==> src/rtl/fixed_point_pkg.sv <==
// Shared constants and types for the fixed-point datapath blocks.
// FIXED_DIV_ROUND_EN adds a guard quotient bit for round-half-up division.
package fixed_point_pkg;

   localparam int unsigned DATA_W    = 16;
   localparam int unsigned FRAC_BITS = DATA_W / 2;

   localparam logic [DATA_W-1:0] SAT_MAX = {1'b0, {(DATA_W-1){1'b1}}};
   localparam logic [DATA_W-1:0] SAT_MIN = {1'b1, {(DATA_W-1){1'b0}}};

   typedef enum logic [1:0] {
      IDLE,
      CALC,
      FINISH
   } div_state_t;

   // Quotient bits produced by the divider for an n-bit word.
   function automatic int unsigned calc_iter(int unsigned n);
`ifdef FIXED_DIV_ROUND_EN
      return (3 * n) / 2 + 1;
`else
      return (3 * n) / 2;
`endif
   endfunction

   localparam int unsigned ITER = calc_iter(DATA_W);

endpackage

==> src/rtl/fixed_point_saturate.sv <==
// Sign restore and clamp of an unsigned magnitude to an N-bit two's complement result.
module fixed_point_saturate #(
   parameter int unsigned N  = 16,
   parameter int unsigned MW = 3 * N / 2 + 1
) (
   input  logic [MW-1:0] mag,
   input  logic          neg,
   output logic [N-1:0]  result,
   output logic          overflow
);

   localparam logic [N-1:0]  MAX_VAL = {1'b0, {(N-1){1'b1}}};
   localparam logic [N-1:0]  MIN_VAL = {1'b1, {(N-1){1'b0}}};
   localparam logic [MW-1:0] POS_LIM = {{(MW-N+1){1'b0}}, {(N-1){1'b1}}};
   localparam logic [MW-1:0] NEG_LIM = POS_LIM + MW'(1);

   always_comb begin
      result   = '0;
      overflow = 1'b0;
      if (neg) begin
         if (mag > NEG_LIM) begin
            result   = MIN_VAL;
            overflow = 1'b1;
         end else begin
            // A magnitude of exactly 2^(N-1) negates to MIN_VAL without overflow.
            result = '0 - mag[N-1:0];
         end
      end else begin
         if (mag > POS_LIM) begin
            result   = MAX_VAL;
            overflow = 1'b1;
         end else begin
            result = mag[N-1:0];
         end
      end
   end

endmodule

==> src/rtl/fixed_point_divider.sv <==
// Sequential signed Q(N/2).(N/2) restoring divider with start/busy/done handshake.
// Define FIXED_DIV_ROUND_EN for round-half-up instead of truncation toward zero.
module fixed_point_divider
   import fixed_point_pkg::*;
#(
   parameter int unsigned N = DATA_W
) (
   input  logic         clk,
   input  logic         rst_n,
   input  logic         start,
   input  logic [N-1:0] dividend,
   input  logic [N-1:0] divisor,
   output logic         busy,
   output logic         done,
   output logic [N-1:0] quotient,
   output logic         overflow,
   output logic         div_by_zero
);

   localparam int unsigned IT = calc_iter(N);
   localparam int unsigned MW = 3 * N / 2 + 1;
   localparam int unsigned CW = $clog2(IT + 1);

   localparam logic [N-1:0] MAX_VAL = {1'b0, {(N-1){1'b1}}};
   localparam logic [N-1:0] MIN_VAL = {1'b1, {(N-1){1'b0}}};

   div_state_t    state_q, state_d;
   logic [CW-1:0] cnt_q, cnt_d;
   logic [N-1:0]  rem_q, rem_d;
   logic [IT-1:0] nq_q, nq_d;
   logic [N-1:0]  dvs_q, dvs_d;
   logic          neg_q, neg_d;
   logic          dvs_zero_q, dvs_zero_d;
   logic          dvd_zero_q, dvd_zero_d;
   logic [N-1:0]  quo_q, quo_d;
   logic          ovf_q, ovf_d;
   logic          dbz_q, dbz_d;
   logic          done_q, done_d;

   logic [N-1:0]  abs_dvd, abs_dvs;
   logic [N:0]    rem_shift, diff;
   logic          ge;
   logic [MW-1:0] mag;
   logic [N-1:0]  sat_res;
   logic          sat_ovf;

   assign abs_dvd = dividend[N-1] ? ('0 - dividend) : dividend;
   assign abs_dvs = divisor[N-1] ? ('0 - divisor) : divisor;

   // nq holds the unconsumed numerator bits at the top and collects quotient bits at the bottom.
   assign rem_shift = {rem_q, nq_q[IT-1]};
   assign diff      = rem_shift - {1'b0, dvs_q};
   assign ge        = rem_shift >= {1'b0, dvs_q};

`ifdef FIXED_DIV_ROUND_EN
   assign mag = MW'(nq_q[IT-1:1]) + MW'(nq_q[0]);
`else
   assign mag = MW'(nq_q);
`endif

   fixed_point_saturate #(
      .N  (N),
      .MW (MW)
   ) u_saturate (
      .mag      (mag),
      .neg      (neg_q),
      .result   (sat_res),
      .overflow (sat_ovf)
   );

   always_comb begin
      state_d    = state_q;
      cnt_d      = cnt_q;
      rem_d      = rem_q;
      nq_d       = nq_q;
      dvs_d      = dvs_q;
      neg_d      = neg_q;
      dvs_zero_d = dvs_zero_q;
      dvd_zero_d = dvd_zero_q;
      quo_d      = quo_q;
      ovf_d      = ovf_q;
      dbz_d      = dbz_q;
      done_d     = 1'b0;
      unique case (state_q)
         IDLE: begin
            if (start) begin
               nq_d       = {abs_dvd, {(IT-N){1'b0}}};
               rem_d      = '0;
               dvs_d      = abs_dvs;
               neg_d      = dividend[N-1] ^ divisor[N-1];
               dvs_zero_d = (divisor == '0);
               dvd_zero_d = (dividend == '0);
               cnt_d      = '0;
               state_d    = CALC;
            end
         end
         CALC: begin
            rem_d = ge ? diff[N-1:0] : rem_shift[N-1:0];
            nq_d  = {nq_q[IT-2:0], ge};
            cnt_d = cnt_q + CW'(1);
            if (cnt_q == CW'(IT - 1)) begin
               state_d = FINISH;
            end
         end
         FINISH: begin
            done_d  = 1'b1;
            state_d = IDLE;
            if (dvs_zero_q) begin
               // With a zero divisor the sign register carries the dividend sign alone.
               quo_d = dvd_zero_q ? '0 : (neg_q ? MIN_VAL : MAX_VAL);
               ovf_d = 1'b0;
               dbz_d = 1'b1;
            end else begin
               quo_d = sat_res;
               ovf_d = sat_ovf;
               dbz_d = 1'b0;
            end
         end
         default: state_d = IDLE;
      endcase
   end

   always_ff @(posedge clk or negedge rst_n) begin
      if (!rst_n) begin
         state_q    <= IDLE;
         cnt_q      <= '0;
         rem_q      <= '0;
         nq_q       <= '0;
         dvs_q      <= '0;
         neg_q      <= 1'b0;
         dvs_zero_q <= 1'b0;
         dvd_zero_q <= 1'b0;
         quo_q      <= '0;
         ovf_q      <= 1'b0;
         dbz_q      <= 1'b0;
         done_q     <= 1'b0;
      end else begin
         state_q    <= state_d;
         cnt_q      <= cnt_d;
         rem_q      <= rem_d;
         nq_q       <= nq_d;
         dvs_q      <= dvs_d;
         neg_q      <= neg_d;
         dvs_zero_q <= dvs_zero_d;
         dvd_zero_q <= dvd_zero_d;
         quo_q      <= quo_d;
         ovf_q      <= ovf_d;
         dbz_q      <= dbz_d;
         done_q     <= done_d;
      end
   end

   assign busy        = (state_q != IDLE);
   assign done        = done_q;
   assign quotient    = quo_q;
   assign overflow    = ovf_q;
   assign div_by_zero = dbz_q;

endmodule
==> config.mk <==
export PLATFORM = sky130hd
export DESIGN_NAME = fixed_point_divider
export DESIGN_NICKNAME = d
export VERILOG_FILES = /design/src/rtl/fixed_point_pkg.sv /design/src/rtl/fixed_point_saturate.sv /design/src/rtl/fixed_point_divider.sv
export SDC_FILE = /design/constraint.sdc
export NUM_CORES = 1
export LEC_CHECK = 0
export CAP_MARGIN = 20
export CORE_MARGIN = 4
export CORE_UTILIZATION = 45
export CTS_CLUSTER_DIAMETER = 80
export CTS_CLUSTER_SIZE = 8
export DETAILED_ROUTE_END_ITERATION = 7
export DONT_BUFFER_PORTS = 1
export GPL_TIMING_DRIVEN = 0
export SLEW_MARGIN = 10
export SYNTH_ARGS = -nofsm -noshare
export SYNTH_HDL_FRONTEND = slang
export SYNTH_HIERARCHICAL = 1
export SYNTH_SLANG_ARGS = --single-unit
==> constraint.sdc <==
create_clock -name clk -period 2.9 [get_ports clk]
set_input_delay 0.29 -clock clk [delete_from_list [all_inputs] [get_ports clk]]
set_output_delay 0.29 -clock clk [all_outputs]
set_load 0.02 [all_outputs]
==> qor.txt <==
status - completed
adder-cell share of the synthesized area - 5.068%
Final Slew Violations - 0
RSZ-0062 raised after global routing - no
Layout Cells excl Fill - 842
post-synth cell types - 58
TritonCTS clock tree - done
most common cell after layout, fill and taps aside - nand2_1
critical path cell sequence - inv_1, ha_2, or4b_4, o41ai_2, nand2b_1, buf_6, or4b_1, o211ai_2, nor3b_2, a21oi_1, nand2_1
Final setup viols - 0
critical path launch point type - register
CP Capture Type - register
crit path time final - 2.724 ns
Period Utilization, post-route - 93.94%
largest net degree at the start of global routing - 86
die area - 14240 µm²
Syn Std Cell Area - 5579 µm²
number of global-route vias before repair - 4737
async set-reset flop share out of synthesis - 100.0%
Worst Path Max Fanout - 10
#FFs+latches synth - 85
total number of vias - 4800
Final GP Congestion - 0.8482
CTS buffer count - 9
maximum clock rate - 367.1 MHz
Overflow after GRT - 0
total clock sinks - 85
IO Pins - 55
Mapped Nets - 711
mux share of post-synthesis cell area - 3.297%
Max-cap violations - 0
Iter 0 DRT Violations - 320
clk buf depth - 2
Tightest Pin Transition - 0.6189 ns
Crit. path cell count - 11
Syn-to-layout area delta - 11.01%
Root Driver - clkbuf_16
initial core utilization - 46.26%
synthesized instance count - 654
Tot Pwr - 7371 µW
final hold slack - 0.07697 ns
Final ANT Viol Nets - 0
most frequent cells in the layout - 86 x nand2_1, 83 x dfrtp_1, 65 x o21ai_0
cell total after placement - 822
share of the synthesized area in the top cell type - 38.13%
CP max stage delay - 0.52 ns
crit path buf inv count - 2
syn_area_per_cell - 8.531 µm²
Buffers on Ports - 0
global-route wire length before repair - 24.34 mm
Hold Crit Depth - 2
Synth Area in XOR/XNOR - 6.593%
P_leak - 0.002534 µW
Post-DP HPWL - 10.64 mm
Total GRT Usage - 21.23%
Die X - 119.3 µm
largest family of logic cells by synthesized area - simple AND/OR/NAND/NOR gates
Worst path top cell family by delay - simple AND/OR/NAND/NOR gates
Worst Hold Class - in -> reg
clock slew at reported path FFs - 0.07 ns
relative slew slack - 58.74%
final hold violation count - 0
TritonRoute pass-1 iters - 4
CP Data Required Time - 3.18 ns
post-synthesis compound-gate area fraction - 20.48%
Routed WL - 14.52 mm
Post-Synth Simple-Gate Area - 21.46%
register area share after synthesis - 38.13%
Synth Flop Type - dfrtp_1
antenna fix cells - 0
worst vdd ir - 845.2 µV
Post-DP Area - 5789 µm²
Placeable Area - 12060 µm²
arrival time worst endpoint - 3.00 ns
Design Area, Final - 6193 µm²
DRC - 0
Fin Clk Skew - 0.007150 ns
Post-synth EDFFs - 0
fin worst setup slack - 0.1756 ns
WL/cell - 17.25 µm
Die Span Y - 119.3 µm
CP Class - reg -> reg
CTS H-tree depth - 3
vias per cell - 5.701
final net count - 726
layout cells sized above 1 - 7.122%
worst r2r path cells - 11
initial antenna violation count - 0
synth top area cells - dfrtp_1 38%, o21ai_0 5.8%, nand2_1 5.8%, ha_1 4.7%, xor2_1 4.7%
Synth area leader - dfrtp_1
slowest library cell on the worst path - or4b_4
row count - 40
clock latency on the worst-skew pair - 0.35 ns
post-place setup slack - -0.04579 ns
Synth warnings - 6
pwr dens - 1190 nW/µm²
sequential cells by signal, summed over array words and instances (netlist names), 2 cells and up:
register / cells
rem_q: 16
nq_q: 24
quotient: 16
state_q: 2
dvs_q: 16
cnt_q: 5
stage by stage:
stage	utilization (%)	TNS [ns]
after floorplan	-	0
after global placement	48.00	-0.02505
after detailed placement	48.00	-0.1147
after CTS	51.10	0
after global routing	51.35	0
final	51.35	0
routing by layer:
layer	track usage, %	up-vias	wire length, µm
li1	-	2387	-
met1	27.53	2304	6667
met2	35.61	101	7015
met3	5.745	8	715
met4	4.581	0	125
met5	0	-	0
worst reg2reg max path, delay by kind of cell, from the launching register on:
family / cells / cell delay, ns
fa+ha+maj: 1 / 0.22
buf+inv: 2 / 0.25
simple gates: 5 / 1.39
compound gates: 3 / 0.37
flops: 1 / 0.44
Yosys cell counts (all sizes together), types with 6 or more instances:
master,number
nor3,12
nand2,86
o41ai,7
xor2,30
clkbuf,32
o31ai,9
inv,30
nand3,28
or4,8
buf,6
ha,21
nand2b,16
nand4,8
a21oi,45
o21ai,74
a22oi,12
a311oi,6
nor4,10
nor3b,15
dfrtp,85
mux2i,15
or2,6
nor2,27
xnor2,12
repair_timing:
item / in CTS / in global routing
pin swaps: 0 / 1
gates resized for setup: 7 / 1
setup endpoints to repair: 7 / 8
buffers inserted: 0 / 3
hold endpoints to repair: 85 / 0
hold buffers: 2 / 0
logic make-up after synthesis:
family / after synthesis
buffers and inverters: 68
XOR/XNOR: 42
AND/OR/NAND/NOR: 234
flip-flops: 85
adder cells (fa/ha/maj): 22
AO/OA/AOI/OAI: 184
other: 1
multiplexers: 18
report_power, final:
group	switching (µW)	total, µW	internal (µW)
Sequential	556	2250	1690
Combinational	2180	3910	1730
Clock	474	1210	737
cell type report:
cell class	count	area, µm²
Buffer	37	157.7
Clock buffer	13	270.3
Clock inverter	3	42.54
Fill cell	1181	5868
Inverter	30	112.6
Multi-Input combinational cell	501	3211
Sequential cell	85	2130
Tap cell	168	210.2
Timing Repair Buffer	5	60.06
final timing paths:
kind,end,slack (ns),from
worst max-delay path,quotient[9],0.18,nq_q[1]
worst max register to register,quotient[9],0.18,nq_q[1]
max in group asynchronous,nq_q[0],1.98,rst_n
worst min-delay path,nq_q[8],0.08,dividend[0]
worst min register to register,dvs_q[12],0.48,dvs_q[12]
min in group asynchronous,nq_q[16],0.48,rst_n
Power figures use the tool's default switching activity.
